**src/rtl/xor_frame_parity.sv**
```systemverilog
// xor_frame_parity: accumulates a column-wise XOR over a frame of words
// and presents the frame's XOR, parity, saturating length and overflow
// flag as a single held result.
//
// Handshake: a transfer happens on a rising edge where valid and ready
// are both 1. A producer holding valid=1 while ready=0 keeps its word
// stable, and the word is not consumed. in_last only has meaning
// alongside in_valid. out_* hold steady while out_valid=1 until out_ready=1.
module xor_frame_parity #(
  parameter int WIDTH = 8,
  parameter int CNT_W = 8,
  parameter int ODD   = 0
) (
  input  logic             clk,
  input  logic             rst_n,
  input  logic [WIDTH-1:0] in_data,
  input  logic             in_valid,
  input  logic             in_last,
  output logic             in_ready,
  output logic             out_valid,
  input  logic             out_ready,
  output logic [WIDTH-1:0] out_data,
  output logic             out_parity,
  output logic [CNT_W-1:0] out_count,
  output logic             out_ovf
);

  localparam logic [0:0]       ACCUM   = 1'b0;
  localparam logic [0:0]       HOLD    = 1'b1;
  localparam logic [CNT_W-1:0] CNT_MAX = {CNT_W{1'b1}};
  localparam logic             ODD_BIT = (ODD != 0);

  logic [0:0]       state;
  logic [WIDTH-1:0] acc;
  logic [CNT_W-1:0] cnt;
  logic             ovf;

  logic             accept;
  logic             cnt_sat;
  logic [CNT_W-1:0] cnt_next;
  logic             ovf_next;
  logic [WIDTH-1:0] acc_next;

  // Input is only taken while accumulating; HOLD blocks the producer,
  // including the cycle in which the result is popped.
  assign in_ready  = (state == ACCUM);
  assign out_valid = (state == HOLD);
  assign accept    = in_valid & in_ready;

  // Counter saturates at all-ones; overflow is sticky once a word arrives
  // while the counter is already saturated.
  assign cnt_sat  = (cnt == CNT_MAX);
  assign cnt_next = cnt_sat ? cnt : cnt + CNT_W'(1);
  assign ovf_next = ovf | cnt_sat;
  assign acc_next = acc ^ in_data;

  // Parity is derived from the registered result, so it is stable in HOLD.
  assign out_parity = (^out_data) ^ ODD_BIT;

  // Frame FSM: ACCUM folds words into the accumulator, the last word
  // loads the result registers and parks the block in HOLD until popped.
  always_ff @(posedge clk) begin
    if (!rst_n) begin
      state     <= ACCUM;
      acc       <= '0;
      cnt       <= '0;
      ovf       <= 1'b0;
      out_data  <= '0;
      out_count <= '0;
      out_ovf   <= 1'b0;
    end else begin
      case (state)
        ACCUM: begin
          if (accept) begin
            if (in_last) begin
              out_data  <= acc_next;
              out_count <= cnt_next;
              out_ovf   <= ovf_next;
              acc       <= '0;
              cnt       <= '0;
              ovf       <= 1'b0;
              state     <= HOLD;
            end else begin
              acc <= acc_next;
              cnt <= cnt_next;
              ovf <= ovf_next;
            end
          end
        end
        HOLD: begin
          if (out_ready) begin
            state <= ACCUM;
          end
        end
        default: state <= ACCUM;
      endcase
    end
  end

endmodule

```
**config.mk**
```make
export PLATFORM = sky130hd
export DESIGN_NAME = xor_frame_parity
export DESIGN_NICKNAME = d
export VERILOG_FILES = /design/src/rtl/xor_frame_parity.sv
export SDC_FILE = /design/constraint.sdc
export NUM_CORES = 1
export LEC_CHECK = 0
export BUFFER_PORTS_ARGS = -buffer_cell sky130_fd_sc_hd__buf_2
export CAP_MARGIN = 10
export CORE_ASPECT_RATIO = 0.8
export CORE_MARGIN = 2
export CORE_UTILIZATION = 53
export CTS_CLUSTER_DIAMETER = 40
export CTS_CLUSTER_SIZE = 20
export DETAILED_ROUTE_END_ITERATION = 12
export GPL_ROUTABILITY_DRIVEN = 0
export PLACE_DENSITY = 0.75
export SETUP_SLACK_MARGIN = 0.2
export SYNTH_ARGS = -nofsm -noshare
export SYNTH_HDL_FRONTEND = slang
export SYNTH_SLANG_ARGS = --single-unit
```
**constraint.sdc**
```tcl
create_clock -name clk -period 2.2 [get_ports clk]
set_input_delay 0.22 -clock clk [delete_from_list [all_inputs] [get_ports clk]]
set_output_delay 0.22 -clock clk [all_outputs]
set_load 0.01 [all_outputs]
```
==> run_results.csv <==
group,metric,value,unit
drt,routedWlPerCell,14.6,µm
final_layout,fin_util,0.671,
sta,fin_crit_sh,0.844,
pwr,powerDensity,686,nW/µm²
worst_hold_path,hp-start,"out_ready",
sta,finalHoldViolCount,0,
clock_network,hold_buffers,0,
pwr,switchingPower,0.346,mW
sta,finalSetupViolCount,0,
clock_network,worstSkewPairLatency,0.29,ns
drt,final_antenna_net_count,0,
pwr,leakage,0.750,nW
clock_network,cts_htree_levels,2,
pwr,comb_power_share,0.147,
sta,hold_slack,0.198,ns
yosys,synth_area,1630,µm²
floorplanning,fp-row-count,17,
sta,timing.slew.headroom,0.518,
global_routing,antenna_found_initial,0,
clock_network,cts_buffer_depth,2,
setup_path,cp.arrival,1.99,ns
setup_path,criticalPathCategory,"reg2reg",
floorplanning,ios,33,
pwr,swShare,0.264,
drt,first_pass_iters,4,
floorplanning,dieWidth,66.0,µm
sta,drv_slew,0,
final_layout,syn_to_final_growth,17.4,%
setup_path,path_max_fanout,7,
final_layout,num-nets-final,244,
clock_network,cts_tree,"yes",
setup_path,crit_start,"cnt[0]",
drt,wl,3.92,mm
pwr,vdd_drop_max,0.448,mV
pwr,clkPwrFrac,0.335,
worst_hold_path,hold_class,"in2reg",
drt,vias,1538,
clock_network,cts.sinks,35,
yosys,synth_cells,196,
yosys,syn-num-nets,210,
setup_path,worstPathRequired,2.34,ns
sta,rsz0062_at_grt,"false",
clock_network,cts-root-buf,"clkbuf_8",
floorplanning,die-area,3540,µm²
clock_network,postCtsSetupBuffers,0,
floorplanning,initial_core_util,0.572,
drt,dr.first_iter.drc_count,177,
sta,fin_setup_tns,0,ns
flow_run,cap_violations,0,
setup_path,crit_path_start_kind,"flip-flop",
final_layout,drive_above_1_share,0.203,
final_layout,antennaDiodeCount,0,
setup_path,end_kind,"flip-flop",
global_routing,grt_pass1_wl,6.24,mm
yosys,synth.avg_cell_area,8.31,µm²
drt,routed_via_density,5.72,
run_status,status,"finished, final reports clean",
global_routing,grt_pass1_vias,1337,
floorplanning,die_y,53.6,µm
global_routing,grt_usage,0.242,
global_routing,grt_max_degree,23,
drt,drc,0,
placement,dp_hpwl,2.80,mm
yosys,synth.distinct_cells,33,
sta,period_minus_slack,1.86,ns
placement,port_buffers,32,
sta,worst_pin_slew,0.723,ns
clock_network,clkTransAtPathRegs,0.06,ns
floorplanning,core,2850,µm²
setup_path,timing.rr.start,"cnt[0]",
pwr,pwr-share-seq,0.518,
yosys,yosysWarnings,0,
yosys,seq_area_frac_synth,0.430,
sta,fmax,0.539,GHz
clock_network,cts_inserted_buffers,5,
pwr,p_int,0.965,mW
sta,clock_skew,0.00160,ns
pwr,total_power,1.31,mW
clock_network,ctsResizeCount,0,
yosys,ys_seq_elements,35,
global_routing,gr-total-overflow,0,
## cells in the mapped netlist (all sizes together)
library cell  number  share of area
nor2              25          0.059
and3               3          0.012
buf                2         0.0061
xnor2             16          0.086
o21a               1         0.0046
dfxtp             35           0.43
a21oi             20          0.064
nand2b             3          0.012
nor2b              1         0.0038
o31ai              2         0.0092
nand3b            10          0.046
or4b               1         0.0084
and4               1         0.0054
o21ai             18          0.055
mux2i              1         0.0061
nand2             13          0.030
o211ai             2         0.0092
a41o               1         0.0061
nor3               3         0.0092
nand4              2          0.012
inv                4         0.0092
a211oi             9          0.041
a31oi              2         0.0077
o22ai              2         0.0077
nand3              9          0.028
clkbuf             7          0.016
ha                 1         0.0077
or2                1         0.0038
xor2               1         0.0054
## power groups by stage
stage	sequential, mW	combinational, mW	clock [mW]
floorplan	0.698	0.115	0
global placement	0.691	0.188	0
detailed placement	0.693	0.192	0
CTS	0.679	0.193	0.448
global route	0.682	0.212	0.472
finish	0.679	0.193	0.440
## state kept, by name, indices dropped and copies added, names as in the netlist
name and flops:
out_valid 1, out_data 8, out_ovf 1, cnt 8, out_count 8, ovf 1
acc 8
## per-layer routing
layer,GRT usage,share of wire
met2,0.382,0.45
met1,0.313,0.46
met4,0.122,0.016
met3,0.0586,0.075
met5,0,0
## through the flow
stage / setup slack (ns) / std cells / area (µm²)
floorplan: 0.580 / 196 / 1630
global placement: 0.474 / 261 / 1830
detailed placement: 0.374 / 261 / 1830
CTS: 0.364 / 269 / 1910
global route: 0.249 / 269 / 1910
finish: 0.344 / 269 / 1910
## cell families after synthesis
| group | share of synthesized area |
|---|---|
| AOI/OAI and AO/OA | 0.205 |
| xor gates and xnor gates | 0.0914 |
| adders and majority gates | 0.00768 |
| buffers and inverters | 0.0315 |
| DFF | 0.430 |
| muxes | 0.00614 |
| and+or+nand+nor | 0.228 |
## cell usage in the layout (no fill, tap or decap), drive strengths merged
| cell | instances |
|---|---|
| nand3b | 10 |
| nor3 | 3 |
| a31oi | 2 |
| or2 | 1 |
| o21a | 1 |
| o22ai | 2 |
| nand2 | 13 |
| and3 | 3 |
| nand4 | 2 |
| nand3 | 9 |
| buf | 36 |
| a41o | 1 |
| o31ai | 2 |
| xor2 | 1 |
| a21oi | 20 |
| or4b | 1 |
| nand2b | 3 |
| nor2b | 1 |
| o21ai | 18 |
| mux2i | 1 |
| inv | 4 |
| ha | 1 |
| clkbuf | 7 |
| dfxtp | 35 |
| xnor2 | 16 |
| and4 | 1 |
| o211ai | 2 |
| nor2 | 25 |
| clkinv | 1 |
| a211oi | 9 |
## worst paths after layout
kind,slack (ns),cells after the start,endpoint
worst max-delay path,0.34,5,cnt[6]
worst max register to register,0.34,5,cnt[6]
worst min-delay path,0.20,3,out_valid
worst min register to register,0.46,2,out_count[7]
## critical path: stages, from the launching register on
cell and delay [ns]:
dfxtp_1 0.44, ha_1 0.31, nand4_2 0.20, or4b_4 0.54, a21oi_2 0.15, nor3_1 0.06
## layout make-up
cell class              count  area (µm²)
well taps                  38        47.5
multi-input cells         148         877
repair buffers             36         190
inverters                   4        15.0
clock inverters             1        5.00
flip-flops and latches     35         701
fillers                   252         938
clock buffers               7        76.3
Note: power is estimated with default switching activity, not from simulation.
